**config.mk**
```make
export PLATFORM = sky130hd
export DESIGN_NAME = fp_align_scheduler
export DESIGN_NICKNAME = d
export VERILOG_FILES = /design/src/rtl/FPALL_pkg.sv /design/src/rtl/barrel_shifter.sv /design/src/rtl/fp_align_scheduler.sv
export SDC_FILE = /design/constraint.sdc
export NUM_CORES = 1
export LEC_CHECK = 0
export BUFFER_PORTS_ARGS = -buffer_cell sky130_fd_sc_hd__buf_2
export CORE_ASPECT_RATIO = 0.7
export CORE_UTILIZATION = 55
export DETAILED_ROUTE_END_ITERATION = 10
export GPL_ROUTABILITY_DRIVEN = 0
export MAX_ROUTING_LAYER = met4
export PLACE_DENSITY = 0.78
export SYNTH_ARGS = -nofsm -noshare
export SYNTH_HDL_FRONTEND = slang
export SYNTH_SLANG_ARGS = --single-unit
```
**constraint.sdc**
```tcl
create_clock -name clk -period 3.9 [get_ports clk]
set_clock_uncertainty 0.1 [all_clocks]
set_input_delay 0.78 -clock clk [delete_from_list [all_inputs] [get_ports clk]]
set_output_delay 0.78 -clock clk [all_outputs]
set_load 0.01 [all_outputs]
```
**src/rtl/FPALL_pkg.sv**
```systemverilog
// FPALL_pkg: shared types for the FP add path alignment scheduler.
// Holds the FP format enum, the align request bundle, scheduler FSM states
// and the FP16 shift clamp helper.
package FPALL_pkg;

  typedef enum logic {
    FMT_FP32 = 1'b0,
    FMT_FP16 = 1'b1
  } fp_fmt_e;

  // Largest right shift applied to an FP16 lane.
  localparam int unsigned FP16_SHAMT_MAX = 15;

  // Tag field width carried in the request bundle; module tags up to this width.
  localparam int unsigned ALIGN_TAG_W = 16;

  typedef struct packed {
    fp_fmt_e                fmt;
    logic [22:0]            frac;
    logic [4:0]             shamt;
    logic [ALIGN_TAG_W-1:0] tag;
  } align_req_t;

  typedef enum logic {
    ST_IDLE = 1'b0,
    ST_HOLD = 1'b1
  } sched_state_e;

  function automatic logic [4:0] fp16_clamp_shamt(input logic [4:0] sh);
    return (sh > 5'(FP16_SHAMT_MAX)) ? 5'(FP16_SHAMT_MAX) : sh;
  endfunction

endpackage

```
**src/rtl/barrel_shifter.sv**
```systemverilog
// barrel_shifter: dual-lane right-shift alignment shifter.
// FP32: one 26-bit lane {x,2'b0} shifted by s[4:0].
// FP16: two independent 13-bit lanes, hi = R[25:13] by s[9:5], lo = R[12:0] by s[4:0].
// Sticky outputs OR every bit shifted out of the respective lane.
module barrel_shifter
  import FPALL_pkg::*;
(
  input  fp_fmt_e     fmt_i,
  input  logic [23:0] x_i,
  input  logic [9:0]  s_i,
  output logic [25:0] r_o,
  output logic        sticky_h_o,
  output logic        sticky_l_o
);

  logic [25:0] x_ext;
  logic [56:0] w32;
  logic [43:0] wh;
  logic [43:0] wl;

  assign x_ext = {x_i, 2'b00};

  // Shift into a wide window so the discarded bits remain visible for sticky.
  always_comb begin
    w32 = {x_ext, 31'b0} >> s_i[4:0];
    wh  = {x_ext[25:13], 31'b0} >> s_i[9:5];
    wl  = {x_ext[12:0], 31'b0} >> s_i[4:0];
    if (fmt_i == FMT_FP32) begin
      r_o        = w32[56:31];
      sticky_h_o = 1'b0;
      sticky_l_o = |w32[30:0];
    end else begin
      r_o        = {wh[43:31], wl[43:31]};
      sticky_h_o = |wh[30:0];
      sticky_l_o = |wl[30:0];
    end
  end

endmodule

```
**src/rtl/fp_align_scheduler.sv**
```systemverilog
// fp_align_scheduler: issue scheduler for the shared dual-lane alignment shifter.
// Pipeline HOLD (one FP16 slot) -> ISS (shifter operands) -> OUT (registered result).
// Two FP16 requests pack into one issue (first = hi lane, second = lo lane).
// Optional issue counters enabled by defining FP_ALIGN_PERF_EN.
module fp_align_scheduler
  import FPALL_pkg::*;
#(
  parameter int unsigned TAG_W     = 4,
  parameter int unsigned PAIR_WAIT = 4
) (
  input  logic             clk,
  input  logic             rst,
  input  logic             in_valid,
  output logic             in_ready,
  input  fp_fmt_e          in_fmt,
  input  logic [22:0]      in_frac,
  input  logic [4:0]       in_shamt,
  input  logic [TAG_W-1:0] in_tag,
  output logic             out_valid,
  input  logic             out_ready,
  output fp_fmt_e          out_fmt,
  output logic [1:0]       out_lane_vld,
  output logic [25:0]      out_r,
  output logic             out_sticky_h,
  output logic             out_sticky_l,
  output logic [TAG_W-1:0] out_tag_h,
  output logic [TAG_W-1:0] out_tag_l,
  output logic [15:0]      perf_pair,
  output logic [15:0]      perf_single,
  output logic [15:0]      perf_fp32
);

  localparam int unsigned CNT_W = (PAIR_WAIT > 0) ? $clog2(PAIR_WAIT + 1) : 1;
  localparam logic [CNT_W-1:0] WAIT_MAX = CNT_W'(PAIR_WAIT);

  align_req_t       req;
  logic [TAG_W-1:0] req_tag;
  logic             in_is_fp32;

  sched_state_e     state_q, state_d;
  logic [6:0]       hold_frac_q;
  logic [4:0]       hold_sh_q;
  logic [TAG_W-1:0] hold_tag_q;
  logic             hold_load;
  logic             hold_full;
  logic [CNT_W-1:0] wait_q, wait_d;

  logic             iss_vld_q;
  fp_fmt_e          iss_fmt_q, iss_fmt_d;
  logic [1:0]       iss_lane_q, iss_lane_d;
  logic [23:0]      iss_x_q, iss_x_d;
  logic [9:0]       iss_s_q, iss_s_d;
  logic [TAG_W-1:0] iss_tag_h_q, iss_tag_h_d;
  logic [TAG_W-1:0] iss_tag_l_q, iss_tag_l_d;
  logic             iss_load;

  logic             out_vld_q;
  fp_fmt_e          out_fmt_q;
  logic [1:0]       out_lane_q;
  logic [25:0]      out_r_q;
  logic             out_sh_q, out_sl_q;
  logic [TAG_W-1:0] out_tag_h_q, out_tag_l_q;

  logic [25:0]      sh_r;
  logic             sh_sticky_h, sh_sticky_l;

  logic             out_stall;
  logic             iss_adv;
  logic             iss_free;
  logic             accept;

  // Bundle the request ports.
  always_comb begin
    req.fmt   = in_fmt;
    req.frac  = in_frac;
    req.shamt = in_shamt;
    req.tag   = ALIGN_TAG_W'(in_tag);
  end

  assign req_tag    = TAG_W'(req.tag);
  assign in_is_fp32 = (req.fmt == FMT_FP32);
  assign hold_full  = (state_q == ST_HOLD);

  // Handshake: ISS moves on whenever OUT is empty or drained this cycle.
  always_comb begin
    out_stall = out_vld_q & ~out_ready;
    iss_adv   = iss_vld_q & ~out_stall;
    iss_free  = ~iss_vld_q | iss_adv;
    in_ready  = iss_free & ~(hold_full & in_is_fp32);
    accept    = in_valid & in_ready;
  end

  // Issue selection: pair, held singleton flush, FP32, direct FP16, or park in HOLD.
  // An FP32 arriving with HOLD occupied is refused so the older FP16 issues first.
  always_comb begin
    state_d     = state_q;
    hold_load   = 1'b0;
    iss_load    = 1'b0;
    iss_fmt_d   = FMT_FP16;
    iss_lane_d  = '0;
    iss_x_d     = '0;
    iss_s_d     = '0;
    iss_tag_h_d = '0;
    iss_tag_l_d = '0;
    if (hold_full) begin
      if (accept) begin
        iss_load    = 1'b1;
        iss_lane_d  = 2'b11;
        iss_x_d     = {hold_frac_q, 8'b0, req.frac[6:0], 2'b0};
        iss_s_d     = {hold_sh_q, fp16_clamp_shamt(req.shamt)};
        iss_tag_h_d = hold_tag_q;
        iss_tag_l_d = req_tag;
        state_d     = ST_IDLE;
      end else if (iss_free && ((wait_q == WAIT_MAX) || (in_valid && in_is_fp32))) begin
        iss_load    = 1'b1;
        iss_lane_d  = 2'b10;
        iss_x_d     = {hold_frac_q, 17'b0};
        iss_s_d     = {hold_sh_q, 5'b0};
        iss_tag_h_d = hold_tag_q;
        state_d     = ST_IDLE;
      end
    end else if (accept) begin
      if (in_is_fp32) begin
        iss_load    = 1'b1;
        iss_fmt_d   = FMT_FP32;
        iss_lane_d  = 2'b01;
        iss_x_d     = {req.frac, 1'b0};
        iss_s_d     = {5'b0, req.shamt};
        iss_tag_l_d = req_tag;
      end else if (PAIR_WAIT == 0) begin
        iss_load    = 1'b1;
        iss_lane_d  = 2'b10;
        iss_x_d     = {req.frac[6:0], 17'b0};
        iss_s_d     = {fp16_clamp_shamt(req.shamt), 5'b0};
        iss_tag_h_d = req_tag;
      end else begin
        hold_load = 1'b1;
        state_d   = ST_HOLD;
      end
    end
  end

  // Pairing wait counter: runs only in HOLD with ISS free and OUT not stalled.
  always_comb begin
    wait_d = wait_q;
    if (!hold_full || (state_d == ST_IDLE)) begin
      wait_d = '0;
    end else if (iss_free && !out_stall && (wait_q != WAIT_MAX)) begin
      wait_d = wait_q + 1'b1;
    end
  end

  // FSM state, HOLD slot and wait counter registers.
  always_ff @(posedge clk) begin
    if (rst) begin
      state_q     <= ST_IDLE;
      hold_frac_q <= '0;
      hold_sh_q   <= '0;
      hold_tag_q  <= '0;
      wait_q      <= '0;
    end else begin
      state_q <= state_d;
      wait_q  <= wait_d;
      if (hold_load) begin
        hold_frac_q <= req.frac[6:0];
        hold_sh_q   <= fp16_clamp_shamt(req.shamt);
        hold_tag_q  <= req_tag;
      end
    end
  end

  // ISS register feeding the shifter.
  always_ff @(posedge clk) begin
    if (rst) begin
      iss_vld_q   <= 1'b0;
      iss_fmt_q   <= FMT_FP32;
      iss_lane_q  <= '0;
      iss_x_q     <= '0;
      iss_s_q     <= '0;
      iss_tag_h_q <= '0;
      iss_tag_l_q <= '0;
    end else if (iss_load) begin
      iss_vld_q   <= 1'b1;
      iss_fmt_q   <= iss_fmt_d;
      iss_lane_q  <= iss_lane_d;
      iss_x_q     <= iss_x_d;
      iss_s_q     <= iss_s_d;
      iss_tag_h_q <= iss_tag_h_d;
      iss_tag_l_q <= iss_tag_l_d;
    end else if (iss_adv) begin
      iss_vld_q <= 1'b0;
    end
  end

  barrel_shifter u_shifter (
    .fmt_i      (iss_fmt_q),
    .x_i        (iss_x_q),
    .s_i        (iss_s_q),
    .r_o        (sh_r),
    .sticky_h_o (sh_sticky_h),
    .sticky_l_o (sh_sticky_l)
  );

  // OUT register capturing the shifter result with its tags.
  always_ff @(posedge clk) begin
    if (rst) begin
      out_vld_q   <= 1'b0;
      out_fmt_q   <= FMT_FP32;
      out_lane_q  <= '0;
      out_r_q     <= '0;
      out_sh_q    <= 1'b0;
      out_sl_q    <= 1'b0;
      out_tag_h_q <= '0;
      out_tag_l_q <= '0;
    end else if (iss_adv) begin
      out_vld_q   <= 1'b1;
      out_fmt_q   <= iss_fmt_q;
      out_lane_q  <= iss_lane_q;
      out_r_q     <= sh_r;
      out_sh_q    <= sh_sticky_h;
      out_sl_q    <= sh_sticky_l;
      out_tag_h_q <= iss_tag_h_q;
      out_tag_l_q <= iss_tag_l_q;
    end else if (out_ready) begin
      out_vld_q <= 1'b0;
    end
  end

  assign out_valid    = out_vld_q;
  assign out_fmt      = out_fmt_q;
  assign out_lane_vld = out_lane_q;
  assign out_r        = out_r_q;
  assign out_sticky_h = out_sh_q;
  assign out_sticky_l = out_sl_q;
  assign out_tag_h    = out_tag_h_q;
  assign out_tag_l    = out_tag_l_q;

`ifdef FP_ALIGN_PERF_EN
  logic [15:0] perf_pair_q, perf_single_q, perf_fp32_q;

  // Saturating counters of issues entering ISS, split by kind.
  always_ff @(posedge clk) begin
    if (rst) begin
      perf_pair_q   <= '0;
      perf_single_q <= '0;
      perf_fp32_q   <= '0;
    end else if (iss_load) begin
      if (iss_fmt_d == FMT_FP32) begin
        if (perf_fp32_q != '1) perf_fp32_q <= perf_fp32_q + 16'd1;
      end else if (iss_lane_d == 2'b11) begin
        if (perf_pair_q != '1) perf_pair_q <= perf_pair_q + 16'd1;
      end else begin
        if (perf_single_q != '1) perf_single_q <= perf_single_q + 16'd1;
      end
    end
  end

  assign perf_pair   = perf_pair_q;
  assign perf_single = perf_single_q;
  assign perf_fp32   = perf_fp32_q;
`else
  assign perf_pair   = '0;
  assign perf_single = '0;
  assign perf_fp32   = '0;
`endif

endmodule

```
==> flow_summary_export.csv <==
group,metric,value,unit
placement,numPortBuffers,77,
detailed_routing,vias_per_cell,6.38,
floorplan,coreArea,11900,um2
cells_and_area,drive_gt1_frac,0.177,
synthesis,postSynthCellCount,833,
critical_path,path_class,"register to register",
sta,fin_setup_tns,0,ns
sta,rsz0062_at_grt,"false",
critical_path,startpoint_type,"register",
floorplan,die_area,12800,um2
power_and_ir_drop,fin_total_pwr,0.00269,W
detailed_routing,wirelength,19.1,mm
floorplan,die_x,135,um
clock_tree,clk_latency,0.36,ns
critical_path,endpoint_kind,"register",
cells_and_area,n_antenna_cell,0,
cells_and_area,areaGrowthSynthToFinish,7.70,%
critical_path,crit_arrival,3.32,ns
floorplan,num_io_pins,126,
outcome,status,"finished clean",
min_path,hp-class,"register to register",
grt,track_usage,0.321,
sta,setup_viol_count_final,0,
clock_tree,ctsHoldBuffers,0,
clock_tree,cts-root-buf,"clkbuf_16",
grt,gr-total-overflow,0,
detailed_routing,routedWlPerCell,18.7,um
floorplan,row_count,33,
synthesis,ys_seq_area_frac,0.309,
power_and_ir_drop,p_leak,2.81,nW
grt,grt_max_degree,72,
detailed_routing,vias,6492,
clock_tree,cts_setup_buffers,0,
synthesis,synth_top_area_frac,0.309,
synthesis,ys_ff_latch,105,
detailed_routing,antenna_left,0,
floorplan,die_h,95.0,um
clock_tree,htreeDepth,3,
critical_path,required,4.05,ns
detailed_routing,first_pass_iters,7,
power_and_ir_drop,vdd_ir_drop_max,0.275,mV
synthesis,syn-mean-instance-area,8.16,um2
cells_and_area,nFillCells,1070,
grt,grt_pass1_vias,5807,
synthesis,synth_ff_type,"dfxtp_1",
detailed_routing,drt_iter0_drc,1043,
synthesis,synth_area_leaders,"dfxtp_1, mux4_2, mux2i_1",
placement,dp_hpwl,13.6,mm
sta,hold_viol,0,
detailed_routing,route.detailed.drc,0,
power_and_ir_drop,p_per_area,368,nW/um2
synthesis,synth_area,6790,um2
sta,fin_crit_sh,0.812,
clock_tree,cts_tree,"done",
sta,slew_violations,0,
synthesis,async_flop_share,0,
sta,max_freq,0.316,GHz
clock_tree,clk_pin_slew,0.08,ns
clock_tree,cts_resized,0,
sta,final.min_clock_period,3.17,ns
run,cap_viol_max_count,0,
clock_tree,clk_path_buf_depth,2,
floorplan,floorplan.initialDensity,0.573,
critical_path,worstPathMaxFanout,14,
grt,antenna_found_initial,0,
clock_tree,cts_made_buffers,9,
synthesis,yosysWarnings,0,
synthesis,ys_types,66,
cells_and_area,fin_nets,895,
sta,maxSlewHeadroom,0.301,
synthesis,yosysTopAreaCell,"dfxtp_1",
sta,worstMarginPinSlew,1.05,ns
clock_tree,cts.sinks,105,
grt,grt_first_pass_wirelength,30.9,mm
synthesis,synth_edf_count,0,
-- final timing paths --
path	startpoint	slack (ns)	cells past startpoint	endpoint
setup reg to reg	iss_s_q[5]	0.73	7	out_sticky_h
hold reg to reg	iss_tag_h_q[3]	0.35	2	out_tag_h[3]
hold / removal	iss_tag_h_q[3]	0.35	2	out_tag_h[3]
setup / recovery	iss_s_q[5]	0.73	7	out_sticky_h
-- cell usage after synthesis, drive strengths merged (12+ instances only) --
library cell  number
o21ai             34
a222oi            14
clkbuf            60
nand2             87
mux2i             42
buf               67
mux2              16
a22oi             32
nor2              97
mux4              23
inv               15
dfxtp            105
a211oi            12
nor3              31
a21oi             51
-- metal layers --
metal  wire, um  global-route usage
met5          0                   -
met4        401               0.104
met3       2180              0.0596
met2       7970               0.440
met1       8540               0.468
-- report_power, final --
group / switching, W / internal [W] / leakage, nW / total (W)
Combinational: 0.000311 / 0.000211 / 1.80 / 0.000522
Sequential: 0.0000868 / 0.00112 / 0.857 / 0.00121
Clock: 0.000448 / 0.000516 / 0.150 / 0.000963
Total: 0.000846 / 0.00185 / 2.81 / 0.00269
-- logic make-up (layout without fill, tap and decap cells) --
group / after synthesis / in the layout / synth area share
AND/OR/NAND/NOR: 278 / 278 / 0.185
adder cells (fa/ha/maj): 2 / 2 / 0.00368
buffers and inverters: 145 / 126 / 0.110
flip-flops: 105 / 105 / 0.309
multiplexers: 81 / 81 / 0.166
other: 1 / 48 / 0.000552
AO/OA/AOI/OAI: 219 / 219 / 0.222
XOR/XNOR: 2 / 2 / 0.00258
-- through the flow --
step | area (um2) | hold WS [ns] | util | setup slack [ns] | instances
global placement | 7000 | 0.343 | 0.591 | 0.824 | 1002
detailed placement | 7000 | 0.348 | 0.591 | 0.779 | 1002
floorplan | 6970 | 0.332 | - | 1.19 | 880
CTS | 7320 | 0.357 | 0.617 | 0.750 | 1018
finish | 7320 | 0.354 | 0.617 | 0.733 | 1018
global route | 7320 | 0.384 | 0.617 | 0.599 | 1018
-- worst max-delay path: stages, from the launching register on --
cell and delay (ns):
dfxtp_1 0.70, mux4_2 0.63, mux2_2 0.31, a211oi_2 0.22, a41oi_1 0.14, o41a_1 0.44, o311a_1 0.35, o21a_1 0.18
-- layout by cell type (no fill, tap or decap), types with 4 or more instances in the layout --
cell       synthesis  layout
dfxtp_1          105     103
nor2_1            97      97
nand2_1           87      87
buf_2             10      77
a21oi_1           51      51
conb_1             1      48
mux2i_1           42      42
o21ai_0           33      33
a22oi_1           32      32
nor3_1            31      31
mux4_2            21      21
mux2_2            16      16
inv_1             14      14
a222oi_1          14      14
buf_4             49      14
nand2b_1          11      11
o22ai_1           11      11
a211oi_1          11      11
a221oi_1          10      10
nor2b_1           10      10
o211ai_1          10      10
clkbuf_16          0       9
nand3_1            8       8
a21o_1             5       5
nand3b_1           5       5
o221ai_1           4       4
o21a_1             4       4
a41oi_1            4       4
and2_1             4       4
or3_1              4       4
-- area by class of cell --
cell class | instances | area (um2) | area share
Multi-Input combinational cell | 630 | 4120 | 0.564
Sequential cell | 105 | 2100 | 0.288
Timing Repair Buffer | 92 | 510 | 0.0698
Clock buffer | 10 | 229 | 0.0313
Tap cell | 157 | 196 | 0.0268
Clock inverter | 6 | 85.1 | 0.0116
Inverter | 18 | 67.6 | 0.00923
-- sequential cells by signal (all words and copies together), names as in the netlist, 2 cells and up --
signal,flops
hold_frac_q,7
iss_lane_q,2
hold_sh_q,5
out_lane_vld,2
iss_tag_h_q,4
out_tag_h,4
hold_tag_q,4
iss_x_q,23
wait_q,3
iss_s_q,10
iss_tag_l_q,4
out_tag_l,4
out_r,26
Note: power is estimated with default switching activity, not from simulation.
